### src/rtl/cdt_pkg.sv
// Shared types and default sizes for the CDT live fanout sequencer.
package cdt_pkg;

    typedef enum logic [2:0] {
        StIdle,
        StWaitGap,
        StArmed,
        StRun,
        StStopping
    } run_state_e;

    localparam int unsigned N_CH_DEF    = 8;
    localparam int unsigned SPILL_W_DEF = 16;

endpackage

### src/rtl/live_edge_det.sv
// Registers the live level and flags its rising and falling edges.
module live_edge_det (
    input  logic clk,
    input  logic rst_n,
    input  logic in_live,
    output logic rise,
    output logic fall
);

    logic r_live_q;

    always_ff @(posedge clk or negedge rst_n) begin
        if (!rst_n) begin
            r_live_q <= 1'b0;
        end else begin
            r_live_q <= in_live;
        end
    end

    assign rise = in_live & ~r_live_q;
    assign fall = r_live_q & ~in_live;

endmodule

### src/rtl/live_fanout_ctrl.sv
// Run sequencer for the live fanout stage: gap-aligned run entry/exit, spill-aligned mask updates.
// Optional auto-stop after cfg_max_spill spills is enabled by defining SPILL_LIMIT_EN.
module live_fanout_ctrl
    import cdt_pkg::*;
#(
    parameter int unsigned N_CH    = N_CH_DEF,
    parameter int unsigned SPILL_W = SPILL_W_DEF
) (
    input  logic               clk,
    input  logic               rst_n,
    input  logic               in_live,
    input  logic               run_start,
    input  logic               run_stop,
    input  logic [N_CH-1:0]    cfg_ch_mask,
    input  logic               cfg_mask_wr,
    input  logic [SPILL_W-1:0] cfg_max_spill,
    output logic               test_mode,
    output logic [N_CH-1:0]    live_disabled,
    output logic               run_active,
    output logic [SPILL_W-1:0] spill_count,
    output logic               spill_done,
    output logic               limit_hit
);

    run_state_e         r_state, w_state_d;
    logic [N_CH-1:0]    r_shadow, w_shadow_d;
    logic [N_CH-1:0]    r_active, w_active_d;
    logic [SPILL_W-1:0] r_count, w_count_d, w_count_inc;
    logic               r_test_mode, r_run_active, r_spill_done, r_limit_hit;
    logic [N_CH-1:0]    r_live_dis;
    logic               w_done_d, w_limit_d, w_run_d;
    logic               w_rise, w_fall;

`ifdef SPILL_LIMIT_EN
    logic [SPILL_W-1:0] r_max, w_max_d;
`else
    logic               w_unused_max;
    assign w_unused_max = ^cfg_max_spill;
`endif

    live_edge_det u_edge (
        .clk     (clk),
        .rst_n   (rst_n),
        .in_live (in_live),
        .rise    (w_rise),
        .fall    (w_fall)
    );

    assign w_count_inc = (r_count == {SPILL_W{1'b1}}) ? r_count : r_count + 1'b1;
    assign w_shadow_d  = cfg_mask_wr ? cfg_ch_mask : r_shadow;

    always_comb begin
        w_state_d  = r_state;
        w_count_d  = r_count;
        w_active_d = r_active;
        w_done_d   = 1'b0;
        w_limit_d  = 1'b0;
`ifdef SPILL_LIMIT_EN
        w_max_d    = r_max;
`endif
        unique case (r_state)
            StIdle: begin
                if (run_start && !run_stop) w_state_d = StWaitGap;
            end
            StWaitGap: begin
                if (run_stop) begin
                    w_state_d = StIdle;
                end else if (!in_live) begin
                    w_state_d  = StArmed;
                    w_count_d  = '0;
                    w_active_d = r_shadow;
`ifdef SPILL_LIMIT_EN
                    w_max_d    = cfg_max_spill;
`endif
                end
            end
            StArmed: begin
                // Armed is only entered with live low, so a high level here is a rise.
                if (run_stop) w_state_d = StIdle;
                else if (w_rise) w_state_d = StRun;
            end
            StRun: begin
                if (w_fall) begin
                    w_count_d  = w_count_inc;
                    w_done_d   = 1'b1;
                    w_active_d = r_shadow;
`ifdef SPILL_LIMIT_EN
                    if (r_max != '0 && w_count_inc == r_max) begin
                        w_state_d = StIdle;
                        w_limit_d = 1'b1;
                    end
`endif
                end
                if (run_stop) w_state_d = in_live ? StStopping : StIdle;
            end
            StStopping: begin
                if (w_fall) begin
                    w_count_d  = w_count_inc;
                    w_done_d   = 1'b1;
                    w_active_d = r_shadow;
                    w_state_d  = StIdle;
                end
            end
            default: w_state_d = StIdle;
        endcase
    end

    // Outputs follow the next state so they change on the transition edge itself.
    assign w_run_d = (w_state_d == StArmed) || (w_state_d == StRun) || (w_state_d == StStopping);

    always_ff @(posedge clk or negedge rst_n) begin
        if (!rst_n) begin
            r_state      <= StIdle;
            r_shadow     <= '1;
            r_active     <= '1;
            r_count      <= '0;
            r_test_mode  <= 1'b1;
            r_live_dis   <= '1;
            r_run_active <= 1'b0;
            r_spill_done <= 1'b0;
            r_limit_hit  <= 1'b0;
`ifdef SPILL_LIMIT_EN
            r_max        <= '0;
`endif
        end else begin
            r_state      <= w_state_d;
            r_shadow     <= w_shadow_d;
            r_active     <= w_active_d;
            r_count      <= w_count_d;
            r_test_mode  <= ~w_run_d;
            r_live_dis   <= w_run_d ? ~w_active_d : '1;
            r_run_active <= w_run_d;
            r_spill_done <= w_done_d;
            r_limit_hit  <= w_limit_d;
`ifdef SPILL_LIMIT_EN
            r_max        <= w_max_d;
`endif
        end
    end

    assign test_mode     = r_test_mode;
    assign live_disabled = r_live_dis;
    assign run_active    = r_run_active;
    assign spill_count   = r_count;
    assign spill_done    = r_spill_done;
    assign limit_hit     = r_limit_hit;

endmodule
### config.mk
export PLATFORM = sky130hd
export DESIGN_NAME = live_fanout_ctrl
export DESIGN_NICKNAME = d
export VERILOG_FILES = /design/src/rtl/cdt_pkg.sv /design/src/rtl/live_edge_det.sv /design/src/rtl/live_fanout_ctrl.sv
export SDC_FILE = /design/constraint.sdc
export NUM_CORES = 1
export LEC_CHECK = 0
export BUFFER_PORTS_ARGS = -buffer_cell sky130_fd_sc_hd__clkbuf_2
export CAP_MARGIN = 10
export CORE_UTILIZATION = 30
export DETAILED_ROUTE_END_ITERATION = 10
export PLACE_DENSITY_LB_ADDON = 0.1
export SETUP_SLACK_MARGIN = 0.1
export SLEW_MARGIN = 20
export SYNTH_ARGS = -nofsm -noshare
export SYNTH_HDL_FRONTEND = slang
export SYNTH_HIERARCHICAL = 1
export SYNTH_SLANG_ARGS = --single-unit
export TNS_END_PERCENT = 5
### constraint.sdc
create_clock -name clk -period 3.6 [get_ports clk]
set_clock_uncertainty 0.2 [all_clocks]
set_input_delay 0 -clock clk [delete_from_list [all_inputs] [get_ports clk]]
set_output_delay 0 -clock clk [all_outputs]
set_load 0.02 [all_outputs]
==> reports/qor.txt, run 1 <==
status -> complete, no violations
Post CTS Setup Buffer Count -> 0
share of layout cells above drive strength 1 -> 0.366
Worst setup EP type -> flip-flop
boundary pin count -> 58
setup TNS -> 0 ns
switching power -> 0.434 mW
final worst-path cycle share -> 0.646
cell with the largest stage delay on the worst path -> a32oi_4
HP Class -> input port to asynchronous set/reset pin
minimum clock period -> 2.33 ns
RSZ-0062 raised after global routing -> false
clock buffer depth -> 2
vias in the first global route -> 1755
Setup WS pre-CTS -> 1.27 ns
synth top area cells -> dfstp_2, dfrtp_1, o21ai_0, mux2_2, a21oi_1
Remaining DRCs -> 0
synth warn -> 6
antenna cell count -> 0
First-pass DRT Iterations -> 5
reg-to-reg endpoint -> spill_count[6]
grt total ovfl -> 0
pwr/cell area -> 474 nW/um^2
fin nets -> 309
gpl congestion -> 0.697
CTS clk-pin slew, worst paths -> 0.10 ns
WL per Instance -> 14.9 um
crit-path cells -> or3b_4 -> a21o_1 -> a32oi_4 -> a31oi_1
Hold Fails Final Rpt -> 0
HPWL Detailed -> 3580 um
net switching fraction of the power -> 0.313
Top FF cell, synth -> dfstp_2
max_cap viols -> 0
worst slew pin tran -> 0.667 ns
number of distinct library cells after synthesis -> 51
final core utilization -> 0.398
Final WS setup -> 1.27 ns
count leader, synth -> dfstp_2
initial drt markers -> 90
Worst-Skew Late Latency -> 0.30 ns
final WL -> 5620 um
Die W -> 89.9 um
Clk pwr share -> 0.293
max-slew violations -> 0
CP Max Fanout -> 15
sequential share of power -> 0.506
Post-synth ARST share -> 1.00
P&R area growth vs syn -> 26.5%
Synth area leader -> dfstp_2
Max transition margin -> 0.554
Initial Util -> 0.314
CTS tree -> done
CTS Sinks -> 47
via count -> 1863
Final ANT Viol Nets -> 0
Mapped Avg Cell Area -> 10.7 sq um
Port Buffer Count -> 40
DR vias/cell -> 4.93
worst reg2reg setup slack -> 1.27 ns
row cnt -> 31
worst r2r src -> r_state[1]
buffers and inverters on the worst path -> 0
sequential share of the synthesized area -> 0.521
Worst R2R Path Depth -> 4
share of the synthesized area in the top cell type -> 0.284
CP Class -> flip-flop to flip-flop
combinational power share -> 0.201
Die ar. -> 8070 sq um
crit-path leading delay family -> compound AO/OA/AOI/OAI gates
internal power -> 0.955 mW
core area -> 7370 sq um
CP Launch Type -> flip-flop
synthesized cell area -> 2320 sq um
Syn Nets -> 248
maximum VDD drop -> 173 uV
Max Freq -> 0.430 GHz
Yosys reg bits -> 47
Post-synth EDFFs -> 0
largest net degree at the start of global routing -> 29
CTS Buf Count -> 5
die height -> 89.9 um
delay of the slowest critical-path stage -> 0.55 ns
Leakage -> 1.25 nW
CP arrival -> 2.29 ns
htree depth -> 2
global-route wire length before repair -> 9340 um
CTS root buffer -> clkbuf_8
WP data required -> 3.56 ns
fillers -> 777
endpoints failing setup -> 0
Commonest cells post-synth -> dfstp_2, dfrtp_1, o21ai_0, a21oi_1, nand2_1
initial antenna violation count -> 0
total global-route track usage -> 0.145
Syn Inst Count -> 217
## power groups by stage
| stage | sequential, mW | clock [mW] | combinational [mW] |
|---|---|---|---|
| 4_1_cts | 0.703 | 0.424 | 0.282 |
| 6_report | 0.704 | 0.407 | 0.279 |
| 2_1_floorplan | 0.746 | 0 | 0.122 |
| 5_1_grt | 0.715 | 0.441 | 0.309 |
| 3_3_place_gp | 0.711 | 0 | 0.255 |
| 3_5_place_dp | 0.712 | 0 | 0.257 |
## how the worst max path moves through the flow
stage                               from              end  cells after the start
after floorplan           spill_count[0]  spill_count[14]                      5
after global placement        r_state[1]   spill_count[7]                      4
after detailed placement      r_state[1]   spill_count[6]                      4
after CTS                     r_state[1]   spill_count[6]                      4
after global routing          r_state[1]   spill_count[1]                      4
final                         r_state[1]   spill_count[6]                      4
## routing by layer
metal / vias up / wire length (um) / GRT usage
met5: - / 0 / 0
met4: 0 / 44 / 0.0444
met3: 4 / 242 / 0.0262
met2: 38 / 2360 / 0.205
met1: 901 / 2980 / 0.221
li1: 920 / - / -
## cells in the final DEF, fill, tap and decap left out, types with 2 or more instances in the layout
cell type	count
a21oi_1	14
a2bb2oi_1	2
a31oi_1	10
a32oi_1	2
and3_1	9
and3_2	3
buf_4	3
clkbuf_2	40
clkbuf_8	5
dfrtp_1	22
dfstp_2	25
dlygate4sd3_1	20
inv_1	11
mux2_2	8
mux2i_1	2
nand2_1	13
nand3_1	5
nand3b_1	2
nand4_1	2
nor2_1	5
nor2b_1	3
nor3_1	2
nor4_1	2
o211ai_1	5
o21a_1	2
o21ai_0	19
o21ai_1	3
or2_1	8
or3_2	2
or4_1	5
or4_4	2
## through the flow
step                      area (sq um)  power [mW]  hold slack [ns]  instances
after floorplan                   2320       0.868           -0.496        217
after detailed placement          2610       0.968           -0.166        350
after global routing              2930        1.47           0.0803        378
after CTS                         2930        1.41           0.0522        378
final                             2930        1.39           0.0281        378
after global placement            2610       0.966           -0.163        350
## sequential cells by signal, summed over array words and instances, names as in the netlist
register,count
live_disabled,8
r_active,8
r_shadow,8
r_state,3
run_active,1
spill_count,16
spill_done,1
test_mode,1
u_edge/r_live_q,1
## area by class of cell
type	instances	area, sq um	area share
sequential	47	1210	0.412
inverter	12	45.0	0.0154
clock buffer	5	68.8	0.0235
clock inverter	3	47.5	0.0162
multi-input combinational	149	1010	0.346
tap	99	124	0.0423
timing repair buffer	63	423	0.144
## what timing repair did
| item | in CTS | in global routing |
|---|---|---|
| setup endpoints to repair | 0 | 0 |
| endpoints found under the hold margin | 31 | 0 |
| resized for setup | 0 | 0 |
| hold buffers | 20 | 0 |
## logic make-up (layout without fill, tap and decap cells)
kind of cell               count (synthesis)  in the layout  synth area share
other                                      1              1           0.00162
DFF                                       47             47             0.521
AOI/OAI and AO/OA                         66             66             0.184
buffers and inverters                     21             83            0.0405
and+or+nand+nor                           71             71             0.199
muxes                                     10             10            0.0475
adders and majority gates                  1              1           0.00540
Power figures use the tool's default switching activity.
==> run 2, diff against run 1 <==
--- a/config.mk
+++ b/config.mk
@@ -5,6 +5,7 @@
 export SDC_FILE = /design/constraint.sdc
 export NUM_CORES = 1
 export LEC_CHECK = 0
+export ABC_AREA = 1
 export BUFFER_PORTS_ARGS = -buffer_cell sky130_fd_sc_hd__clkbuf_2
 export CAP_MARGIN = 10
 export CORE_UTILIZATION = 30
==> constraint.sdc (replaced) <==
create_clock -name clk -period 2.2 [get_ports clk]
set_clock_uncertainty 0.2 [all_clocks]
set_input_delay 0 -clock clk [delete_from_list [all_inputs] [get_ports clk]]
set_output_delay 0 -clock clk [all_outputs]
set_load 0.02 [all_outputs]
==> run 2 against run 1 <==
Via count shrank 1.8%. Synthesized cell count grew 18%. Critical path type unchanged. Combinational power decreased by 25%. Largest power group unchanged. Sequential power up 40%.
==> reports/qor.txt, run 2 <==
status -> complete, no violations (unchanged)
Max Freq -> 0.533 GHz (was 0.430 GHz)
CP arrival -> 1.87 ns (was 2.29 ns)
Top FF cell, synth -> dfstp_2 (unchanged)
DR vias/cell -> 4.35 (was 4.93)
final worst-path cycle share -> 0.853 (was 0.646)
endpoints failing setup -> 0 (unchanged)
worst reg2reg setup slack -> 0.32 ns (was 1.27 ns)
number of distinct library cells after synthesis -> 28 (was 51)
WP data required -> 2.20 ns (was 3.56 ns)
Final ANT Viol Nets -> 0 (unchanged)
Syn Nets -> 288 (was 248)
Die W -> 88.2 um (was 89.9 um)
Mapped Avg Cell Area -> 8.68 sq um (was 10.7 sq um)
fillers -> 765 (was 777)
CP Class -> flip-flop to flip-flop (unchanged)
final instance area -> 2830 sq um (was 2930 sq um)
initial drt markers -> 81 (was 90)
most frequent CP cell -> nand2_1
RSZ-0062 raised after global routing -> false (unchanged)
row cnt -> 31 (unchanged)
boundary pin count -> 58 (unchanged)
pwr/cell area -> 618 nW/um^2 (was 474 nW/um^2)
crit-path cells -> ha_1 -> nand2_1 -> nor2_4 -> nand2_2 -> nor2_1 -> nand2_1 -> nand2_4 -> inv_2 -> nand2_1 -> nand2_1 (was or3b_4 -> a21o_1 -> a32oi_4 -> a31oi_1)
share of the synthesized area in the top cell type -> 0.295 (was 0.284)
delay of the slowest critical-path stage -> 0.42 ns (was 0.55 ns)
Port Buffer Count -> 40 (unchanged)
Syn Inst Count -> 257 (was 217)
most common library cell in the layout ignoring fill and taps -> nand2_1 (was clkbuf_2)
sequential share of the synthesized area -> 0.542 (was 0.521)
fin nets -> 352 (was 309)
Worst-Skew Late Latency -> 0.30 ns (about the same)
final std cells w/o fill -> 421 (was 378)
count leader, synth -> nand2_1 (was dfstp_2)
Post-synth EDFFs -> 0 (unchanged)
core area -> 7210 sq um (was 7370 sq um)
Worst setup EP type -> flip-flop (unchanged)
synth warn -> 6 (unchanged)
total global-route track usage -> 0.141 (was 0.145)
maximum VDD drop -> 224 uV (was 173 uV)
HPWL Detailed -> 3320 um (was 3580 um)
final core utilization -> 0.392 (was 0.398)
CTS root buffer -> clkbuf_8 (unchanged)
Remaining DRCs -> 0 (unchanged)
initial antenna violation count -> 0 (unchanged)
Max transition margin -> 0.593 (was 0.554)
CTS clk-pin slew, worst paths -> 0.09 ns (was 0.10 ns)
die height -> 88.2 um (was 89.9 um)
setup TNS -> 0 ns (unchanged)
most frequent cells in the layout -> nand2_1, clkbuf_2, nand3_1, dfstp_2 (was clkbuf_2, dfstp_2, dfrtp_1, dlygate4sd3_1, o21ai_0)
grt total ovfl -> 0 (unchanged)
Initial Util -> 0.309 (was 0.314)
minimum clock period -> 1.88 ns (was 2.33 ns)
crit-path leading delay family -> simple AND/OR/NAND/NOR gates (was compound AO/OA/AOI/OAI gates)
Yosys reg bits -> 47 (unchanged)
via count -> 1830 (was 1863)
Die ar. -> 7780 sq um (was 8070 sq um)
buffers and inverters on the worst path -> 1 (was 0)
CP Max Fanout -> 30 (was 15)
gpl congestion -> 0.740 (was 0.697)
CTS Buf Count -> 5 (unchanged)
max-slew violations -> 0 (unchanged)
global-route wire length before repair -> 8380 um (was 9340 um)
Post-Place Cells -> 392 (was 350)
WL per Instance -> 11.7 um (was 14.9 um)
Commonest cells post-synth -> nand2_1, dfstp_2, nand3_1, dfrtp_1, nor2_1 (was dfstp_2, dfrtp_1, o21ai_0, a21oi_1, nand2_1)
synth top area cells -> dfstp_2, dfrtp_1, nand2_1, nand3_1, nor2_1 (was dfstp_2, dfrtp_1, o21ai_0, mux2_2, a21oi_1)
Leakage -> 1.29 nW (was 1.25 nW)
htree depth -> 2 (unchanged)
Post-synth ARST share -> 1.00 (unchanged)
worst r2r src -> spill_count[1] (was r_state[1])
First-pass DRT Iterations -> 4 (was 5)
vias in the first global route -> 1750 (was 1755)
reg-to-reg endpoint -> spill_count[8] (was spill_count[6])
worst slew pin tran -> 0.610 ns (was 0.667 ns)
Synth area leader -> dfstp_2 (unchanged)
max_cap viols -> 0 (unchanged)
clock buffer depth -> 2 (unchanged)
share of layout cells above drive strength 1 -> 0.301 (was 0.366)
CTS Sinks -> 47 (unchanged)
Largest register FFs -> 16 (unchanged)
final WL -> 4930 um (was 5620 um)
CP Launch Type -> flip-flop (unchanged)
Hold Fails Final Rpt -> 0 (unchanged)
cell with the largest stage delay on the worst path -> dfrtp_1 (was a32oi_4)
CTS tree -> done (unchanged)
synthesized cell area -> 2230 sq um (was 2320 sq um)
total power -> 1.75 mW (was 1.39 mW)
largest net degree at the start of global routing -> 48 (was 29)
Worst R2R Path Depth -> 10 (was 4)
area post-placement -> 2520 sq um (was 2610 sq um)
HP Class -> input port to asynchronous set/reset pin (unchanged)
antenna cell count -> 0 (unchanged)
P&R area growth vs syn -> 27.0% (was 26.5%)
run 2: cell count changes in the layout (fill, tap and decap cells not counted), sizes merged, moves of 7 or more:
cell / previous run / this run
and3: 12 / 0
or4: 7 / 0
nand2: 14 / 87
or2: 9 / 2
nand3: 6 / 26
nor2: 5 / 24
a21oi: 14 / 2
inv: 13 / 25
a31oi: 10 / 0
run 2: worst register-to-register path: stages, from the launching register on:
cell	delay, ns
dfrtp_1	0.42
ha_1	0.18
nand2_1	0.11
nor2_4	0.19
nand2_2	0.07
nor2_1	0.08
nand2_1	0.09
nand2_4	0.26
inv_2	0.08
nand2_1	0.06
nand2_1	0.05
run 2: final cells by class:
class	count	area [sq um]	area share
flip-flops and latches	47	1210	0.426
multi-input cells	180	887	0.313
repair buffers	63	425	0.150
well taps	99	124	0.0437
inverters	24	90.1	0.0318
clock buffers	6	82.6	0.0292
clock inverters	2	15.0	0.00530
run 2: where the power goes:
part | internal (mW) | leakage [nW] | switching (mW)
logic | 0.0905 | 0.678 | 0.119
registers | 0.960 | 0.565 | 0.0229
clock network | 0.258 | 0.0517 | 0.300
total | 1.31 | 1.29 | 0.442
run 2: how the worst max path moves through the flow:
stage                endpoint      startpoint  cells past startpoint
5_1_grt        spill_count[8]  spill_count[0]                     10
6_report       spill_count[8]  spill_count[1]                     10
2_1_floorplan  spill_count[9]  spill_count[1]                     11
4_1_cts        spill_count[9]  spill_count[1]                     10
3_3_place_gp   spill_count[8]  spill_count[1]                     10
3_5_place_dp   spill_count[9]  spill_count[0]                     10
run 2: metal layers:
| layer | wire length [um] | share of wire | global-route usage |
|---|---|---|---|
| met3 | 110 | 0.022 | 0.0252 |
| met1 | 2500 | 0.51 | 0.195 |
| met4 | 37 | 0.0075 | 0.0440 |
| met2 | 2290 | 0.46 | 0.224 |
| met5 | 0 | 0 | 0 |
run 2: logic make-up after synthesis:
logic type	count (synthesis)	synth area share
AOI/OAI and AO/OA	21	0.0505
DFF	47	0.542
adders and majority gates	1	0.00561
and+or+nand+nor	144	0.281
other	1	0.00168
xor gates and xnor gates	6	0.0236
muxes	7	0.0354
buffers and inverters	30	0.0606
run 2: metrics by stage:
step / setup slack (ns) / hold WS (ns)
floorplan: 0.391 / -0.496
global placement: 0.325 / -0.0562
detailed placement: 0.313 / -0.0607
CTS: 0.299 / 0.148
global route: 0.103 / 0.206
finish: 0.322 / 0.130
run 2: timing repair:
action,CTS,global route
resized for setup,0,0
hold endpoints to repair,61,0
setup buffers,0,0
hold buffers,21,0
==> run 3, diff against run 2 <==
--- a/config.mk
+++ b/config.mk
@@ -5,7 +5,6 @@
 export SDC_FILE = /design/constraint.sdc
 export NUM_CORES = 1
 export LEC_CHECK = 0
-export ABC_AREA = 1
 export BUFFER_PORTS_ARGS = -buffer_cell sky130_fd_sc_hd__clkbuf_2
 export CAP_MARGIN = 10
 export CORE_UTILIZATION = 30
==> run 3 against run 2 <==
Final area rose by 10%. Setup slack got worse by 0.16 ns. Combinational power rose to 2.7 times the previous value. Critical path type unchanged.
==> reports/qor.txt, run 3 (synthesis results as in run 1) <==
vias in the first global route -> 1865 (was 1750)
most common library cell in the layout ignoring fill and taps -> clkbuf_2 (was nand2_1)
final WL -> 5540 um (was 4930 um)
htree depth -> 2 (unchanged)
Hold Fails Final Rpt -> 0 (unchanged)
Final ANT Viol Nets -> 0 (unchanged)
initial antenna violation count -> 0 (unchanged)
status -> complete, no violations (unchanged)
HP Class -> input port to asynchronous set/reset pin (unchanged)
CP Class -> flip-flop to flip-flop (unchanged)
final std cells w/o fill -> 399 (was 421)
Die ar. -> 8070 sq um (was 7780 sq um)
Worst-Skew Late Latency -> 0.30 ns (about the same)
Largest register FFs -> 16 (unchanged)
Max Freq -> 0.490 GHz (was 0.533 GHz)
CP arrival -> 2.06 ns (was 1.87 ns)
final worst-path cycle share -> 0.928 (was 0.853)
Port Buffer Count -> 40 (unchanged)
maximum VDD drop -> 322 uV (was 224 uV)
RSZ-0062 raised after global routing -> true (was false)
endpoints failing setup -> 0 (unchanged)
max-slew violations -> 0 (unchanged)
CTS Buf Count -> 5 (unchanged)
Initial Util -> 0.314 (was 0.309)
Post-Place Cells -> 371 (was 392)
worst slew pin tran -> 0.583 ns (was 0.610 ns)
final core utilization -> 0.423 (was 0.392)
pwr/cell area -> 751 nW/um^2 (was 618 nW/um^2)
CP Launch Type -> flip-flop (unchanged)
max_cap viols -> 0 (unchanged)
First-pass DRT Iterations -> 4 (unchanged)
largest net degree at the start of global routing -> 48 (unchanged)
CTS clk-pin slew, worst paths -> 0.09 ns (about the same)
WL per Instance -> 13.9 um (was 11.7 um)
core area -> 7370 sq um (was 7210 sq um)
total global-route track usage -> 0.144 (was 0.141)
Die W -> 89.9 um (was 88.2 um)
Post CTS Setup Buffer Count -> 0 (unchanged)
WP data required -> 2.22 ns (was 2.20 ns)
fin nets -> 330 (was 352)
Remaining DRCs -> 0 (unchanged)
CTS root buffer -> clkbuf_8 (unchanged)
Worst setup EP type -> flip-flop (unchanged)
share of layout cells above drive strength 1 -> 0.440 (was 0.301)
P&R area growth vs syn -> 34.5% (was 27.0%)
clock buffer depth -> 2 (unchanged)
gpl congestion -> 0.704 (was 0.740)
Max transition margin -> 0.611 (was 0.593)
total power -> 2.34 mW (was 1.75 mW)
antenna cell count -> 0 (unchanged)
row cnt -> 31 (unchanged)
most frequent cells in the layout -> clkbuf_2, dfstp_2, buf_4, dlygate4sd3_1, o21ai_0 (was nand2_1, clkbuf_2, nand3_1, dfstp_2)
Leakage -> 1.35 nW (was 1.29 nW)
die height -> 89.9 um (was 88.2 um)
setup TNS -> 0 ns (unchanged)
HPWL Detailed -> 3830 um (was 3320 um)
via count -> 1913 (was 1830)
CTS tree -> done (unchanged)
global-route wire length before repair -> 9360 um (was 8380 um)
initial drt markers -> 76 (was 81)
CP Max Fanout -> 9 (was 30)
CTS Sinks -> 47 (unchanged)
boundary pin count -> 58 (unchanged)
minimum clock period -> 2.04 ns (was 1.88 ns)
grt total ovfl -> 0 (unchanged)
DR vias/cell -> 4.79 (was 4.35)
## run 3: worst max-delay path, cell delays in order (launching register included)
cell and delay, ns:
dfrtp_1 0.39, or3b_4 0.42, a21o_2 0.32, or4_1 0.52
o211ai_1 0.10
## run 3: routing by layer
layer	track usage	wire length [um]	part of all wire
met5	0	0	0
met4	0.0403	38	0.0069
met3	0.0296	145	0.026
met2	0.212	2400	0.43
met1	0.214	2960	0.53
## run 3: final cells by class
type / instances / area, sq um
Clock buffer: 5 / 68.8
Sequential cell: 47 / 1210
Clock inverter: 3 / 47.5
Tap cell: 99 / 124
Multi-Input combinational cell: 149 / 1040
Fill cell: 741 / 4250
Inverter: 12 / 45.0
Timing Repair Buffer: 84 / 581
## run 3: final timing paths
path | cells after the start | startpoint | slack, ns | endpoint
min in group clk | 2 | in_live | 0.20 | u_edge/r_live_q
worst max-delay path | 4 | r_state[1] | 0.16 | spill_count[15]
worst max register to register | 4 | r_state[1] | 0.16 | spill_count[15]
worst min register to register | 1 | spill_count[0] | 0.34 | spill_count[0]
max in group asynchronous | 3 | rst_n | 1.27 | spill_count[8]
worst min-delay path | 3 | rst_n | 0.12 | spill_count[0]
## run 3: power by group
group / internal, mW / switching, mW / leakage, nW
sequential: 1.02 / 0.0870 / 0.551
combinational: 0.257 / 0.314 / 0.735
clock: 0.345 / 0.313 / 0.0587
total: 1.63 / 0.714 / 1.35
## run 3: per-stage QoR
| stage | hold WS, ns | cell area [sq um] | setup slack (ns) |
|---|---|---|---|
| 5_1_grt | 0.181 | 3120 | 0.0769 |
| 4_1_cts | 0.145 | 3110 | 0.0922 |
| 3_3_place_gp | -0.0559 | 2790 | 0.119 |
| 6_report | 0.118 | 3120 | 0.159 |
| 3_5_place_dp | -0.0604 | 2790 | 0.120 |
| 2_1_floorplan | -0.496 | 2330 | 0.107 |
## run 3: repair_timing
| item | in CTS | in global routing |
|---|---|---|
| resized for setup | 1 | 6 |
| hold endpoints to repair | 59 | 0 |
| hold buffers | 20 | 0 |
| endpoints found under the setup margin | 3 | 16 |
